==> src/rtl/sprite_color_mapper.sv <==
// Three-stage VGA colour mapper: frame-latched sprites (circle/square) over a blue gradient,
// with a per-frame sprite-overlap flag.
module sprite_color_mapper #(
    parameter int unsigned NUM_SPRITES = 4,
    parameter int unsigned COORD_W     = 10,
    parameter int unsigned PIPE_LAT    = 3
) (
    input  logic                           Clk,
    input  logic                           Reset_n,
    input  logic                           pix_valid,
    input  logic                           frame_start,
    input  logic [COORD_W-1:0]             DrawX,
    input  logic [COORD_W-1:0]             DrawY,
    input  logic [NUM_SPRITES*COORD_W-1:0] SpriteX,
    input  logic [NUM_SPRITES*COORD_W-1:0] SpriteY,
    input  logic [NUM_SPRITES*COORD_W-1:0] SpriteSize,
    input  logic [NUM_SPRITES-1:0]         SpriteMode,
    input  logic [NUM_SPRITES-1:0]         SpriteEn,
    input  logic [NUM_SPRITES*24-1:0]      SpriteRGB,
    output logic [7:0]                     Red,
    output logic [7:0]                     Green,
    output logic [7:0]                     Blue,
    output logic                           rgb_valid,
    output logic [2:0]                     hit_id,
    output logic                           collision
);
    localparam int unsigned SqW = 2 * COORD_W + 3;

    if (PIPE_LAT != 3) begin : g_bad_lat
        $error("sprite_color_mapper: only PIPE_LAT=3 is supported");
    end
    if (NUM_SPRITES < 1 || NUM_SPRITES > 8) begin : g_bad_num
        $error("sprite_color_mapper: NUM_SPRITES must be 1..8");
    end
    if (COORD_W < 10) begin : g_bad_coord
        $error("sprite_color_mapper: COORD_W must be at least 10");
    end

    logic [NUM_SPRITES*COORD_W-1:0] sh_x_q, sh_y_q, sh_size_q;
    logic [NUM_SPRITES-1:0]         sh_mode_q, sh_en_q;
    logic [NUM_SPRITES*24-1:0]      sh_rgb_q;

    always_ff @(posedge Clk or negedge Reset_n) begin
        if (!Reset_n) begin
            sh_x_q    <= '0;
            sh_y_q    <= '0;
            sh_size_q <= '0;
            sh_mode_q <= '0;
            sh_en_q   <= '0;
            sh_rgb_q  <= '0;
        end else if (frame_start) begin
            sh_x_q    <= SpriteX;
            sh_y_q    <= SpriteY;
            sh_size_q <= SpriteSize;
            sh_mode_q <= SpriteMode;
            sh_en_q   <= SpriteEn;
            sh_rgb_q  <= SpriteRGB;
        end
    end

    // Stage 1: signed offsets from each sprite centre.
    logic signed [COORD_W:0] dx_d [NUM_SPRITES];
    logic signed [COORD_W:0] dy_d [NUM_SPRITES];
    logic signed [COORD_W:0] s1_dx_q [NUM_SPRITES];
    logic signed [COORD_W:0] s1_dy_q [NUM_SPRITES];
    logic                    s1_valid_q;
    logic [6:0]              s1_col_q;

    always_comb begin
        for (int i = 0; i < NUM_SPRITES; i++) begin
            dx_d[i] = $signed({1'b0, DrawX}) - $signed({1'b0, sh_x_q[i*COORD_W +: COORD_W]});
            dy_d[i] = $signed({1'b0, DrawY}) - $signed({1'b0, sh_y_q[i*COORD_W +: COORD_W]});
        end
    end

    always_ff @(posedge Clk or negedge Reset_n) begin
        if (!Reset_n) begin
            for (int i = 0; i < NUM_SPRITES; i++) begin
                s1_dx_q[i] <= '0;
                s1_dy_q[i] <= '0;
            end
            s1_valid_q <= 1'b0;
            s1_col_q   <= '0;
        end else begin
            for (int i = 0; i < NUM_SPRITES; i++) begin
                s1_dx_q[i] <= dx_d[i];
                s1_dy_q[i] <= dy_d[i];
            end
            s1_valid_q <= pix_valid;
            s1_col_q   <= DrawX[9:3];
        end
    end

    function automatic logic sprite_hit(input logic signed [COORD_W:0] dx,
                                        input logic signed [COORD_W:0] dy,
                                        input logic [COORD_W-1:0]      size,
                                        input logic                    circle);
        logic signed [SqW-1:0] dxe, dye, r;
        logic [COORD_W:0]      ax, ay;
        dxe = dx;
        dye = dy;
        r   = $signed({{(SqW-COORD_W){1'b0}}, size});
        ax  = dx[COORD_W] ? $unsigned(-dx) : $unsigned(dx);
        ay  = dy[COORD_W] ? $unsigned(-dy) : $unsigned(dy);
        if (circle) return (dxe * dxe + dye * dye) <= (r * r);
        return (ax <= {1'b0, size}) && (ay <= {1'b0, size});
    endfunction

    // Stage 2: per-sprite hit test, priority winner and overlap detection.
    logic [NUM_SPRITES-1:0] hit;
    logic                   win_found;
    logic [2:0]             win_id;
    logic [3:0]             hit_cnt;
    logic                   s2_valid_q, s2_found_q, s2_multi_q;
    logic [2:0]             s2_id_q;
    logic [6:0]             s2_col_q;

    always_comb begin
        hit       = '0;
        win_found = 1'b0;
        win_id    = '0;
        hit_cnt   = '0;
        for (int i = 0; i < NUM_SPRITES; i++) begin
            hit[i] = sh_en_q[i] & sprite_hit(s1_dx_q[i], s1_dy_q[i],
                                             sh_size_q[i*COORD_W +: COORD_W], sh_mode_q[i]);
            if (hit[i] && !win_found) begin
                win_found = 1'b1;
                win_id    = 3'(i);
            end
            hit_cnt = hit_cnt + {3'b0, hit[i]};
        end
    end

    always_ff @(posedge Clk or negedge Reset_n) begin
        if (!Reset_n) begin
            s2_valid_q <= 1'b0;
            s2_found_q <= 1'b0;
            s2_multi_q <= 1'b0;
            s2_id_q    <= '0;
            s2_col_q   <= '0;
        end else begin
            s2_valid_q <= s1_valid_q;
            s2_found_q <= s1_valid_q & win_found;
            s2_multi_q <= s1_valid_q & (hit_cnt >= 4'd2);
            s2_id_q    <= win_id;
            s2_col_q   <= s1_col_q;
        end
    end

    // Stage 3: output mux.
    logic [23:0] rgb_d;
    logic [2:0]  id_d;

    always_comb begin
        rgb_d = '0;
        id_d  = 3'd7;
        if (s2_valid_q) begin
            if (s2_found_q) begin
                rgb_d = sh_rgb_q[int'(s2_id_q)*24 +: 24];
                id_d  = s2_id_q;
            end else begin
                rgb_d = {16'h0, 8'h7F - {1'b0, s2_col_q}};
            end
        end
    end

    logic acc_q;

    always_ff @(posedge Clk or negedge Reset_n) begin
        if (!Reset_n) begin
            Red       <= '0;
            Green     <= '0;
            Blue      <= '0;
            rgb_valid <= 1'b0;
            hit_id    <= 3'd7;
            acc_q     <= 1'b0;
            collision <= 1'b0;
        end else begin
            {Red, Green, Blue} <= rgb_d;
            rgb_valid          <= s2_valid_q;
            hit_id             <= id_d;
            // An overlap landing on the frame_start cycle belongs to the frame that is ending.
            if (frame_start) begin
                collision <= acc_q | s2_multi_q;
                acc_q     <= 1'b0;
            end else begin
                acc_q     <= acc_q | s2_multi_q;
            end
        end
    end
endmodule

==> config.mk <==
export PLATFORM = sky130hd
export DESIGN_NAME = sprite_color_mapper
export DESIGN_NICKNAME = d
export VERILOG_FILES = /design/src/rtl/sprite_color_mapper.sv
export SDC_FILE = /design/constraint.sdc
export NUM_CORES = 2
export LEC_CHECK = 0
export CAP_MARGIN = 20
export CORE_MARGIN = 5
export CORE_UTILIZATION = 25
export CTS_CLUSTER_SIZE = 20
export DETAILED_ROUTE_END_ITERATION = 10
export PLACE_DENSITY = 0.38
export SYNTH_ARGS = -nofsm -noshare
export SYNTH_HDL_FRONTEND = slang
export SYNTH_SLANG_ARGS = --single-unit
==> constraint.sdc <==
create_clock -name Clk -period 9.25 [get_ports Clk]
set_input_delay 1.3875 -clock Clk [delete_from_list [all_inputs] [get_ports Clk]]
set_output_delay 1.3875 -clock Clk [all_outputs]
set_load 0.05 [all_outputs]
==> impl_metrics.py <==
metrics = {
    "grt": {
        "grt.total_usage_pct": 15.2,
        "grt_pass1_vias": 51300,
        "grt_overflow": 0,
        "antenna_found_initial": 32,
        "grt_pass1_wl_mm": 315,
        "grt_max_degree": 150,
    },
    "final_layout": {
        "post-route-util_pct": 29.0,
        "mostFrequentLayoutCells": "1641 x inv_1, 1179 x fa_1, 807 x ha_1",
        "fill_cells": 27900,
        "area_growth_pct": 15.6,
        "final_cell_area_um2": 75900,
        "final_common_cell": "inv_1",
        "layout.nets": 9444,
        "drive_gt1_share_pct": 7.37,
    },
    "place": {
        "hpwlAfterDp_mm": 173,
        "routabilityCongestion": 0.847,
        "io_buffers": 276,
        "placedInstanceArea_um2": 74000,
    },
    "sta": {
        "fmax_mhz": 113,
        "setup_viol": 0,
        "period_share_pct": 95.9,
        "fin_crit_ps": 8870,
        "finClkSkew_ps": 56.9,
        "timing.setup.tns_ps": 0,
        "tightest_slew_ps": 972,
        "slew_viol_final": 0,
        "rsz0062_at_grt": "false",
        "hold_violations": 0,
        "slew_headroom_pct": 34.5,
    },
    "synthesis": {
        "ys.flop_type": "dfrtp_1",
        "synth-seq-cells": 362,
        "synth_top_area_share_pct": 35.9,
        "synthTopCellsByArea": "fa_1 36%, ha_1 15%, dfrtp_1 14%",
        "synth_cell_types": 74,
        "ys_warn_count": 0,
        "synth_area_um2": 65700,
        "syn-instance-count": 6807,
        "syn-num-nets": 9042,
        "syn_avg_cell_area_um2": 9.65,
        "synth_edf_count": 0,
        "yosysTopAreaCell": "fa_1",
        "synth-async-reset-ratio_pct": 100,
        "ys_seq_area_share_pct": 13.8,
    },
    "floorplanning": {
        "die_w_um": 523,
        "die-area_um2": 273000,
        "row_count": 188,
        "core-area_um2": 262000,
        "die_h_um": 523,
        "start_util_pct": 25.1,
        "pin_count": 277,
    },
    "min_path": {
        "hold_class": "flop to flop",
    },
    "routing": {
        "vias": 45300,
        "ant_nets": 0,
        "via_per_inst": 4.21,
        "first_pass_iters": 5,
        "highest_layer": "met5",
        "wl_mm": 203,
        "drt_drc_violations_left": 0,
        "drt-met1-wl_mm": 90.5,
        "met3_length_mm": 10.0,
        "routed-wl-met2_mm": 96.0,
        "wl_per_cell_um": 18.9,
        "drtIter0Drc": 1989,
    },
    "setup_path": {
        "crit_required_ps": 9880,
        "arrival_ps": 9490,
        "path_max_fanout": 5,
        "critPathLaunchType": "flop",
        "crit_type": "flop to flop",
        "crit_path_frequent_cell": "fa_1",
        "slowest_delay_ps": 580,
        "slowest_stage": "fa_1",
        "endpoint_kind": "flop",
    },
    "clock_network": {
        "insertion_delay_ps": 690,
        "clkTransAtPathRegs_ps": 60,
        "cts_sinks": 362,
        "ctsRootBufferMaster": "clkbuf_16",
        "ctsHoldBuffers": 0,
        "htreeDepth": 2,
        "numCtsBuffers": 53,
        "clock_path_buffers": 3,
        "cts_tree": "built",
    },
    "flow_run": {
        "maxCapViolCount": 0,
    },
    "status": {
        "status": "finished clean",
    },
}
Yosys cell counts (29+ instances only):
| cell | instances |
|---|---|
| nand4_1 | 34 |
| o21a_1 | 50 |
| inv_1 | 1645 |
| nand2_1 | 552 |
| fa_1 | 1179 |
| nand3_1 | 45 |
| xor2_1 | 83 |
| clkbuf_1 | 152 |
| a21o_1 | 72 |
| mux2_2 | 118 |
| ha_1 | 808 |
| nor2_1 | 341 |
| dfrtp_1 | 359 |
| xnor2_1 | 251 |
| a21boi_0 | 29 |
| nor3_1 | 32 |
| a21oi_1 | 155 |
| o21ai_0 | 250 |
| and2_1 | 157 |
| nor2b_1 | 142 |
| nand2b_1 | 71 |
worst max-delay path, delay by kind of cell, from the launching register on:
family	cells	cell delay [ps]
AND/OR/NAND/NOR	8	1860
flip-flops	1	440
adder cells (fa/ha/maj)	10	4520
AO/OA/AOI/OAI	6	1430
XOR/XNOR	1	140
buffers and inverters	4	370
state kept, by name, indices dropped and copies added (netlist names), 2 cells and up:
signal     count
sh_rgb_q      96
s1_dx_q       44
s1_dy_q       44
sh_size_q     40
sh_x_q        40
sh_y_q        40
Blue           8
Green          8
Red            8
s1_col_q       7
s2_col_q       7
sh_en_q        4
sh_mode_q      4
hit_id         3
s2_id_q        2
through the flow:
stage	setup WS [ps]	instances	hold slack (ps)
5_1_grt	1.35	10800	356
6_report	382	10800	347
4_1_cts	78.9	10800	350
3_5_place_dp	75.4	10700	337
3_3_place_gp	229	10700	336
2_1_floorplan	909	6807	331
metal layers:
layer	track usage [%]	vias to the layer above
met1	19.9	22700
met3	2.97	222
met4	4.02	38
met2	25.7	710
met5	0	-
li1	-	21700
timing repair:
item	in CTS	in global routing
gates resized for setup	0	42
endpoints found under the setup margin	0	4
buffers inserted	0	9
final timing paths:
check | slack [ps] | to | cells after the start | startpoint
worst max-delay path | 380 | s2_multi_q | 29 | s1_dx_q[40]
worst min-delay path | 350 | s2_col_q[3] | 0 | s1_col_q[3]
worst max register to register | 380 | s2_multi_q | 29 | s1_dx_q[40]
worst min register to register | 350 | s2_col_q[3] | 0 | s1_col_q[3]
max in group asynchronous | 6330 | s1_dx_q[38] | 3 | Reset_n
min in group asynchronous | 680 | sh_size_q[34] | 1 | Reset_n
area by class of cell:
cell class,instances,area [um2],area share (%)
antenna,10,25.0,0.0330
sequential,362,9090,12.0
tap,3515,4400,5.79
inverter,1661,6240,8.22
timing repair buffer,506,4550,5.99
clock buffer,73,1480,1.95
multi-input combinational,4625,49800,65.7
clock inverter,22,288,0.379
cells by family (layout without fill, tap and decap cells):
kind of cell	after synthesis	in the layout	synth area share (%)
fa+ha+maj	1987	1987	51.3
simple gates	1458	1458	10.4
mux	149	149	2.95
xor+xnor	334	334	4.45
buf+inv	1820	2262	10.4
other cells	0	10	0
flops	362	362	13.8
compound gates	697	697	6.63
Power is not shown: default switching activity piles up to over one toggle a cycle in this logic, so the estimate is an artifact.
